===== config.mk =====
export PLATFORM = sky130hd
export DESIGN_NAME = lsu_mem_master_flat
export DESIGN_NICKNAME = d
export VERILOG_FILES = /design/src/rtl/lsu_mem_master_pkg.sv /design/src/rtl/lsu_mem_master_if.sv /design/src/rtl/lsu_mem_master_align.sv /design/src/rtl/lsu_mem_master.sv /design/src/flat_wrapper.sv
export SDC_FILE = /design/constraint.sdc
export NUM_CORES = 1
export LEC_CHECK = 0
export CAP_MARGIN = 20
export CORE_MARGIN = 3
export CORE_UTILIZATION = 39
export DETAILED_ROUTE_END_ITERATION = 10
export GPL_ROUTABILITY_DRIVEN = 0
export MAX_ROUTING_LAYER = met4
export PLACE_DENSITY = 0.83
export SETUP_SLACK_MARGIN = 0.15
export SLEW_MARGIN = 20
export SYNTH_ARGS = -nofsm -noshare
export SYNTH_HDL_FRONTEND = slang
export SYNTH_SLANG_ARGS = --single-unit

===== constraint.sdc =====
create_clock -name clk -period 2 [get_ports clk]
set_clock_uncertainty 0.05 [all_clocks]
set_input_delay 0.6 -clock clk [delete_from_list [all_inputs] [get_ports clk]]
set_output_delay 0.6 -clock clk [all_outputs]
set_load 0.02 [all_outputs]

===== src/rtl/lsu_mem_master_pkg.sv =====
// ---------------------------------------------------------------------------
// lsu_pkg
// Shared definitions for the load/store memory master:
//   - RV32 funct3 encodings for the access size/sign
//   - FSM state encoding
//   - byte-lane mask helper (8 lanes = two consecutive words)
//   - funct3 legality check per direction
// ---------------------------------------------------------------------------
package lsu_pkg;

    localparam logic [2:0] F3_B  = 3'd0;
    localparam logic [2:0] F3_H  = 3'd1;
    localparam logic [2:0] F3_W  = 3'd2;
    localparam logic [2:0] F3_BU = 3'd4;
    localparam logic [2:0] F3_HU = 3'd5;

    typedef enum logic [1:0] {
        ST_IDLE   = 2'd0,
        ST_ACC_LO = 2'd1,
        ST_ACC_HI = 2'd2,
        ST_RESP   = 2'd3
    } lsu_state_t;

    // Lanes 0..3 belong to the addressed word, lanes 4..7 to the next word.
    // Only funct3[1:0] matters here: BU/HU share the size of B/H.
    function automatic logic [7:0] lane_mask(input logic [1:0] size,
                                             input logic [1:0] off);
        logic [7:0] base;
        case (size)
            2'b00:   base = 8'h01;
            2'b01:   base = 8'h03;
            default: base = 8'h0F;
        endcase
        return base << off;
    endfunction

    function automatic logic f3_legal(input logic we, input logic [2:0] f3);
        if (we)
            return (f3 == F3_B) || (f3 == F3_H) || (f3 == F3_W);
        else
            return (f3 == F3_B) || (f3 == F3_H) || (f3 == F3_W) ||
                   (f3 == F3_BU) || (f3 == F3_HU);
    endfunction

endpackage


===== src/rtl/lsu_mem_master_if.sv =====
// ---------------------------------------------------------------------------
// Bus interfaces of the load/store memory master.
//   lsu_req_if : core request/response channel.
//     master modport = core side, slave modport = LSU side.
//     Handshake: a request transfers on a rising clk edge where
//     req_valid && req_ready are both high. resp_valid is a one-cycle pulse
//     with no back-pressure; the consumer must take it in that cycle.
//   lsu_mem_if : byte-enabled word memory port.
//     master modport = LSU side, slave modport = memory side.
//     mem_rdata is combinational for the current mem_addr; writes commit on
//     the rising edge where mem_we is high, per enabled byte lane.
// ---------------------------------------------------------------------------
interface lsu_req_if #(parameter int ADDR_W = 32);
    logic              req_valid;
    logic              req_ready;
    logic              req_we;
    logic [2:0]        req_funct3;
    logic [ADDR_W-1:0] req_addr;
    logic [31:0]       req_wdata;
    logic              resp_valid;
    logic [31:0]       resp_rdata;
    logic              resp_err;

    modport master (
        output req_valid, req_we, req_funct3, req_addr, req_wdata,
        input  req_ready, resp_valid, resp_rdata, resp_err
    );
    modport slave (
        input  req_valid, req_we, req_funct3, req_addr, req_wdata,
        output req_ready, resp_valid, resp_rdata, resp_err
    );
endinterface

interface lsu_mem_if #(parameter int ADDR_W = 32);
    logic              mem_we;
    logic [3:0]        mem_be;
    logic [ADDR_W-1:0] mem_addr;
    logic [31:0]       mem_wdata;
    logic [31:0]       mem_rdata;

    modport master (
        output mem_we, mem_be, mem_addr, mem_wdata,
        input  mem_rdata
    );
    modport slave (
        input  mem_we, mem_be, mem_addr, mem_wdata,
        output mem_rdata
    );
endinterface


===== src/rtl/lsu_mem_master_align.sv =====
// ---------------------------------------------------------------------------
// lsu_align : combinational lane alignment for the load/store master.
// Store side:
//   i_st_size  [1:0]  funct3[1:0] of the request (B/H/W)
//   i_st_off   [1:0]  byte offset within the word
//   i_st_wdata [31:0] right-aligned store data
//   o_st_mask  [7:0]  byte-lane mask over two consecutive words
//   o_st_wd64  [63:0] store data shifted into its lanes
// Load side:
//   i_ld_f3    [2:0]  funct3 of the load
//   i_ld_off   [1:0]  byte offset within the word
//   i_ld_data  [63:0] {high word, low word} as read from memory
//   o_ld_ext   [31:0] right-aligned, sign/zero-extended result
// ---------------------------------------------------------------------------
module lsu_align
    import lsu_pkg::*;
(
    input  logic [1:0]  i_st_size,
    input  logic [1:0]  i_st_off,
    input  logic [31:0] i_st_wdata,
    output logic [7:0]  o_st_mask,
    output logic [63:0] o_st_wd64,
    input  logic [2:0]  i_ld_f3,
    input  logic [1:0]  i_ld_off,
    input  logic [63:0] i_ld_data,
    output logic [31:0] o_ld_ext
);
    logic [31:0] w_ld_word;
    logic        w_unused_ld;

    assign o_st_mask = lane_mask(i_st_size, i_st_off);
    assign o_st_wd64 = {32'h0, i_st_wdata} << {i_st_off, 3'b000};

    // Right-align the addressed bytes; a word at offset 3 reaches lane 6 at
    // most, so lane 7 of the assembled data never contributes.
    always_comb begin
        case (i_ld_off)
            2'd0:    w_ld_word = i_ld_data[31:0];
            2'd1:    w_ld_word = i_ld_data[39:8];
            2'd2:    w_ld_word = i_ld_data[47:16];
            default: w_ld_word = i_ld_data[55:24];
        endcase
    end

    assign w_unused_ld = ^i_ld_data[63:56];

    always_comb begin
        case (i_ld_f3)
            F3_B:    o_ld_ext = {{24{w_ld_word[7]}}, w_ld_word[7:0]};
            F3_H:    o_ld_ext = {{16{w_ld_word[15]}}, w_ld_word[15:0]};
            F3_BU:   o_ld_ext = {24'h0, w_ld_word[7:0]};
            F3_HU:   o_ld_ext = {16'h0, w_ld_word[15:0]};
            default: o_ld_ext = w_ld_word;
        endcase
    end
endmodule


===== src/rtl/lsu_mem_master.sv =====
// ---------------------------------------------------------------------------
// lsu_mem_master : RV32 load/store initiator for a byte-enabled word memory.
// Accepts one request at a time, drives one (or two, for a split access)
// memory cycles, then pulses a one-cycle response.
// Ports:
//   clk, rst_n        clock, asynchronous active-low reset
//   req  (slave)      core request/response channel (lsu_req_if)
//   mem  (master)     word memory port (lsu_mem_if)
//   o_dbg_state       current FSM state
// Build option:
//   LSU_MISALIGN_SPLIT_EN  when defined, H at offset 3 and W at offset 1..3
//                          become two word accesses (ACC_LO then ACC_HI);
//                          otherwise they return resp_err without touching
//                          memory.
// Parameters: ADDR_W byte-address width; RESET_PC has no effect on logic.
// ---------------------------------------------------------------------------
module lsu_mem_master
    import lsu_pkg::*;
#(
    parameter int          ADDR_W   = 32,
    parameter logic [31:0] RESET_PC = 32'h0
) (
    input  logic       clk,
    input  logic       rst_n,
    lsu_req_if.slave   req,
    lsu_mem_if.master  mem,
    output lsu_state_t o_dbg_state
);
    lsu_state_t        r_state;
    logic              r_we;
    logic [2:0]        r_f3;
    logic [1:0]        r_off;
    logic [ADDR_W-3:0] r_widx;
    logic              r_resp_valid;
    logic              r_resp_err;
    logic [31:0]       r_resp_rdata;
    logic              r_mem_we;
    logic [3:0]        r_mem_be;
    logic [ADDR_W-1:0] r_mem_addr;
    logic [31:0]       r_mem_wdata;
`ifdef LSU_MISALIGN_SPLIT_EN
    logic [3:0]        r_be_hi;
    logic [31:0]       r_wd_hi;
    logic [31:0]       r_rd_lo;
    logic [ADDR_W-3:0] w_widx_hi;
`endif

    logic [7:0]        w_mask;
    logic [63:0]       w_wd64;
    logic [63:0]       w_ld64;
    logic [31:0]       w_ld_ext;
    logic              w_split;
    logic              w_legal;
    logic              w_unused;

    lsu_align u_align (
        .i_st_size  (req.req_funct3[1:0]),
        .i_st_off   (req.req_addr[1:0]),
        .i_st_wdata (req.req_wdata),
        .o_st_mask  (w_mask),
        .o_st_wd64  (w_wd64),
        .i_ld_f3    (r_f3),
        .i_ld_off   (r_off),
        .i_ld_data  (w_ld64),
        .o_ld_ext   (w_ld_ext)
    );

    // Any lane above 3 means the access crosses into the next word.
    assign w_split = |w_mask[7:4];

    always_comb begin
        w_legal = f3_legal(req.req_we, req.req_funct3);
`ifndef LSU_MISALIGN_SPLIT_EN
        if (w_split)
            w_legal = 1'b0;
`endif
    end

`ifdef LSU_MISALIGN_SPLIT_EN
    assign w_widx_hi = r_widx + {{(ADDR_W-3){1'b0}}, 1'b1};
    // In ACC_HI the low word was captured last cycle; the live read is the
    // high word.
    assign w_ld64    = (r_state == ST_ACC_HI) ? {mem.mem_rdata, r_rd_lo}
                                              : {32'h0, mem.mem_rdata};
    assign w_unused  = ^RESET_PC;
`else
    assign w_ld64    = {32'h0, mem.mem_rdata};
    assign w_unused  = ^{RESET_PC, w_wd64[63:32]};
`endif

    always_ff @(posedge clk or negedge rst_n) begin
        if (!rst_n) begin
            r_state      <= ST_IDLE;
            r_we         <= 1'b0;
            r_f3         <= 3'd0;
            r_off        <= 2'd0;
            r_widx       <= '0;
            r_resp_valid <= 1'b0;
            r_resp_err   <= 1'b0;
            r_resp_rdata <= 32'h0;
            r_mem_we     <= 1'b0;
            r_mem_be     <= 4'h0;
            r_mem_addr   <= '0;
            r_mem_wdata  <= 32'h0;
`ifdef LSU_MISALIGN_SPLIT_EN
            r_be_hi      <= 4'h0;
            r_wd_hi      <= 32'h0;
            r_rd_lo      <= 32'h0;
`endif
        end else begin
            case (r_state)
                ST_IDLE: begin
                    // req_ready is high throughout IDLE, so valid alone accepts.
                    if (req.req_valid) begin
                        r_we   <= req.req_we;
                        r_f3   <= req.req_funct3;
                        r_off  <= req.req_addr[1:0];
                        r_widx <= req.req_addr[ADDR_W-1:2];
`ifdef LSU_MISALIGN_SPLIT_EN
                        r_be_hi <= w_mask[7:4];
                        r_wd_hi <= w_wd64[63:32];
`endif
                        if (w_legal) begin
                            r_state     <= ST_ACC_LO;
                            r_mem_we    <= req.req_we;
                            r_mem_be    <= w_mask[3:0];
                            r_mem_addr  <= {req.req_addr[ADDR_W-1:2], 2'b00};
                            r_mem_wdata <= w_wd64[31:0];
                        end else begin
                            r_state      <= ST_RESP;
                            r_resp_valid <= 1'b1;
                            r_resp_err   <= 1'b1;
                            r_resp_rdata <= 32'h0;
                        end
                    end
                end
                ST_ACC_LO: begin
`ifdef LSU_MISALIGN_SPLIT_EN
                    if (|r_be_hi) begin
                        r_state     <= ST_ACC_HI;
                        r_rd_lo     <= mem.mem_rdata;
                        r_mem_be    <= r_be_hi;
                        r_mem_addr  <= {w_widx_hi, 2'b00};
                        r_mem_wdata <= r_wd_hi;
                    end else
`endif
                    begin
                        r_state      <= ST_RESP;
                        r_mem_we     <= 1'b0;
                        r_mem_be     <= 4'h0;
                        r_resp_valid <= 1'b1;
                        r_resp_err   <= 1'b0;
                        r_resp_rdata <= r_we ? 32'h0 : w_ld_ext;
                    end
                end
`ifdef LSU_MISALIGN_SPLIT_EN
                ST_ACC_HI: begin
                    r_state      <= ST_RESP;
                    r_mem_we     <= 1'b0;
                    r_mem_be     <= 4'h0;
                    r_resp_valid <= 1'b1;
                    r_resp_err   <= 1'b0;
                    r_resp_rdata <= r_we ? 32'h0 : w_ld_ext;
                end
`endif
                ST_RESP: begin
                    r_state      <= ST_IDLE;
                    r_resp_valid <= 1'b0;
                end
                default: begin
                    r_state  <= ST_IDLE;
                    r_mem_we <= 1'b0;
                    r_mem_be <= 4'h0;
                end
            endcase
        end
    end

    assign req.req_ready  = (r_state == ST_IDLE);
    assign req.resp_valid = r_resp_valid;
    assign req.resp_rdata = r_resp_rdata;
    assign req.resp_err   = r_resp_err;
    assign mem.mem_we     = r_mem_we;
    assign mem.mem_be     = r_mem_be;
    assign mem.mem_addr   = r_mem_addr;
    assign mem.mem_wdata  = r_mem_wdata;
    assign o_dbg_state    = r_state;
endmodule

===== src/flat_wrapper.sv =====
// flat-port wrapper written by rule: the top's interface ports become plain ports
module lsu_mem_master_flat import lsu_pkg::*;
#(
    parameter int          ADDR_W   = 32,
    parameter logic [31:0] RESET_PC = 32'h0
)
  (clk, rst_n, o_dbg_state, req_req_valid, req_req_we, req_req_funct3, req_req_addr, req_req_wdata, req_req_ready, req_resp_valid, req_resp_rdata, req_resp_err, mem_mem_we, mem_mem_be, mem_mem_addr, mem_mem_wdata, mem_mem_rdata);
  lsu_req_if #(.ADDR_W(ADDR_W)) req_i ();
  lsu_mem_if #(.ADDR_W(ADDR_W)) mem_i ();
  input  logic clk;
  input  logic rst_n;
  output lsu_state_t o_dbg_state;
  input wire logic [$bits(req_i.req_valid)-1:0] req_req_valid;
  input wire logic [$bits(req_i.req_we)-1:0] req_req_we;
  input wire logic [$bits(req_i.req_funct3)-1:0] req_req_funct3;
  input wire logic [$bits(req_i.req_addr)-1:0] req_req_addr;
  input wire logic [$bits(req_i.req_wdata)-1:0] req_req_wdata;
  output wire logic [$bits(req_i.req_ready)-1:0] req_req_ready;
  output wire logic [$bits(req_i.resp_valid)-1:0] req_resp_valid;
  output wire logic [$bits(req_i.resp_rdata)-1:0] req_resp_rdata;
  output wire logic [$bits(req_i.resp_err)-1:0] req_resp_err;
  output wire logic [$bits(mem_i.mem_we)-1:0] mem_mem_we;
  output wire logic [$bits(mem_i.mem_be)-1:0] mem_mem_be;
  output wire logic [$bits(mem_i.mem_addr)-1:0] mem_mem_addr;
  output wire logic [$bits(mem_i.mem_wdata)-1:0] mem_mem_wdata;
  input wire logic [$bits(mem_i.mem_rdata)-1:0] mem_mem_rdata;
  assign req_i.req_valid = req_req_valid;
  assign req_i.req_we = req_req_we;
  assign req_i.req_funct3 = req_req_funct3;
  assign req_i.req_addr = req_req_addr;
  assign req_i.req_wdata = req_req_wdata;
  assign req_req_ready = req_i.req_ready;
  assign req_resp_valid = req_i.resp_valid;
  assign req_resp_rdata = req_i.resp_rdata;
  assign req_resp_err = req_i.resp_err;
  assign mem_mem_we = mem_i.mem_we;
  assign mem_mem_be = mem_i.mem_be;
  assign mem_mem_addr = mem_i.mem_addr;
  assign mem_mem_wdata = mem_i.mem_wdata;
  assign mem_i.mem_rdata = mem_mem_rdata;
  lsu_mem_master #(.ADDR_W(ADDR_W), .RESET_PC(RESET_PC)) u_core (.clk(clk), .rst_n(rst_n), .req(req_i), .mem(mem_i), .o_dbg_state(o_dbg_state));
endmodule

==> results by group <==
Critical path
  • CP Data Required Time: 2.18 ns
  • Cells along the critical path: dlygate4sd2_1, mux4_2, nor2_4, a211oi_4, buf_6, buf_12, a221o_1
  • Cells on worst reg2reg path: 6
  • CP Capture Type: flop
  • CP peak stage delay: 0.52 ns
  • FF-to-FF Start: u_core.r_off[0]$_DFFE_PN0P_
  • Critical path launch point type: input pin
  • Critical path arrival: 2.10 ns
  • Critical-path top delay cell: mux4_2
  • Worst setup path start: mem_mem_rdata[7]
  • Worst-path maximum fanout: 8
  • Setup CP Type: input pin to flop

Yosys
  • Register area share after synthesis: 52.9%
  • Dominant cell type by area after synthesis: dfrtp_1
  • Register bit total from synthesis: 109
  • Synth cell types: 46
  • Post-synthesis async set-or-reset flop share: 100%
  • Ys flop type: dfrtp_1
  • Yosys warns: 0
  • Post-synth EDFFs: 0
  • Count leader, synth: dfrtp_1
  • Commonest cells in the netlist: dfrtp_1 (109), nand2_1 (57), mux2_2 (36)
  • Synth area leaders: dfrtp_1 (53%), mux2_2 (7.9%), mux2i_1 (6.8%)
  • Post-Synthesis Cells: 462
  • Top cell type's share of synthesized area: 52.9%
  • Mapped Avg Cell Area: 11.2 µm²
  • Synth Cell Area: 5160 µm²

Global route
  • First-pass GRT wire length: 26.3 mm
  • GRT Resource Usage Total: 23.5%
  • Grt total ovfl: 0
  • Initial antenna violation count: 0
  • Vias in the first global route: 5159
  • Largest net degree at the start of global routing: 50

Cells and area
  • Fillers: 997
  • Post-synthesis to final-layout area growth: 63.6%
  • Layout Nets: 823
  • Final instance area: 8440 µm²
  • Layout cells sized above 1: 22.5%
  • # diodes: 0
  • Post-layout util: 66.0%

Timing
  • Fin crit period: 1.92 ns
  • Final setup margin: 0.0762 ns
  • Setup violators final: 0
  • Maximum clock frequency: 520 MHz
  • Final hold violations: 0
  • Final Cycle Share: 96.2%
  • RSZ-0062 raised after global routing: true
  • Slew Viols, Final: 0

Clock network
  • Worst-path clk slew: 0.07 ns
  • Root Buffer: clkbuf_16
  • CTS Buffer Depth: 2
  • Skew-Pair Late Insertion Delay: 0.34 ns
  • Cts-stage hold buffer count: 0
  • H-tree Lvls: 3
  • Total CTS buffers: 9
  • CTS tree: built
  • # clock sinks: 109

Route
  • DRT antenna net count: 0
  • Final wirelength: 16.7 mm
  • TritonRoute pass-1 iters: 4
  • DRC viols: 0
  • Post-DR vias/cell: 5.37
  • WL/cell: 18.7 µm
  • 1st-iter DRT viols: 390
  • DR vias: 4814

Place
  • Post-DP HPWL: 11.8 mm
  • Number of port buffers: 206
  • DP Area: 7820 µm²
  • Pre-CTS WS: -0.454 ns

Floorplanning
  • Core Region: 12800 µm²
  • Die area: 14600 µm²
  • Row count: 41
  • I/O pins: 209
  • Die X: 121 µm
  • Die Span Y: 121 µm
  • Initial Util: 40.4%

Job
  • Max Cap Viol: 0

Pwr
  • Leakage: 4.11 nW
  • Power density cells: 1340 nW/µm²
  • Peak supply drop: 674 µV

Min path
  • Worst hold path type: input pin to async pin

Status
  • Outcome: completed
## registers in the layout, summed over array words and instances (netlist names), 2 cells and up
name,cells
u_core.req.resp_rdata,32
u_core.mem.mem_be,4
u_core.o_dbg_state,2
u_core.r_off,2
u_core.r_f3,3
u_core.mem.mem_addr,30
u_core.mem.mem_wdata,32
## critical path, delay by kind of cell
family,cells,cell delay [ns]
AOI/OAI and AO/OA,2,0.32
buffers and inverters,3,0.52
muxes,1,0.52
and+or+nand+nor,1,0.14
## through the flow
| step | cells | hold WS [ns] | power (mW) | setup TNS (ns) |
|---|---|---|---|---|
| after global routing | 897 | 0.0479 | 11.9 | 0 |
| after global placement | 861 | 0.409 | 9.30 | -32.00 |
| final | 897 | 0.0523 | 11.3 | 0 |
| after detailed placement | 861 | 0.422 | 9.47 | -36.37 |
| after floorplan | 463 | 0.254 | 6.58 | 0 |
| after CTS | 891 | 0.0443 | 11.2 | 0 |
## worst paths after layout
check / endpoint / slack [ns]
max: u_core.req.resp_rdata[31]$_DFFE_PN0P_ / 0.08
min: u_core.mem.mem_we$_DFFE_PN0P_ / 0.05
max reg2reg: u_core.req.resp_rdata[31]$_DFFE_PN0P_ / 0.08
min reg2reg: u_core.mem.mem_wdata[10]$_DFFE_PN0P_ / 0.43
max in group asynchronous: u_core.mem.mem_addr[27]$_DFFE_PN0P_ / 1.33
min in group clk: u_core.mem.mem_wdata[10]$_DFFE_PN0P_ / 0.43
## layer usage
| layer | up-vias | share of wire (%) | track usage (%) |
|---|---|---|---|
| li1 | 2195 | - | - |
| met1 | 2348 | 41 | 28.1 |
| met2 | 238 | 50 | 38.6 |
| met3 | 33 | 7.2 | 5.50 |
| met4 | 0 | 2.5 | 8.99 |
| met5 | - | 0 | - |
## power breakdown
part	internal [mW]	leakage, nW	switching, mW	total [mW]
logic	2.85	2.59	3.11	5.96
clock network	0.847	0.128	0.823	1.67
registers	3.08	1.40	0.572	3.65
total	6.78	4.11	4.51	11.3
## placed cells by master (no fill, tap or decap), types with 3 or more instances in the layout
master,instances
dfrtp_1,107
clkbuf_16,12
buf_12,10
nand3_1,6
a211o_1,15
dlygate4sd2_1,106
buf_6,7
inv_1,4
a21oi_2,5
a21oi_1,19
o2bb2ai_1,14
clkdlybuf4s15_2,3
o21ai_0,14
clkinvlp_4,3
o21ai_1,9
o31ai_1,8
nor2_1,19
buf_16,7
clkdlybuf4s15_1,3
a211oi_1,9
a221o_1,8
nand2_1,56
buf_4,51
mux2_2,35
a32o_1,7
nor2b_1,17
clkdlybuf4s50_1,90
mux2i_1,35
a22o_1,3
## cells by family after synthesis
family,count (synthesis),synth area share [%]
AND/OR/NAND/NOR,115,10.7
other,1,0.0727
buffers and inverters,41,3.49
AO/OA/AOI/OAI,122,17.3
multiplexers,74,15.5
flip-flops,109,52.9
## repair_timing
action | in CTS | in global routing
resized for setup | 152 | 21
endpoints found under the setup margin | 197 | 53
endpoints found under the hold margin | 0 | 0
buffers inserted | 8 | 2
gates cloned | 6 | 4
pin swaps | 14 | 8
## layout make-up
cell class              instances  area [µm²]  area share, %
repair buffers                282        2830           33.6
multi-input cells             313        2360           28.0
clock buffers                   9         225           2.67
flip-flops and latches        109        2730           32.4
clock inverters                 7        50.0          0.593
well taps                     172         215           2.55
inverters                       5        21.3          0.252
(Power assumes the default switching activity.)
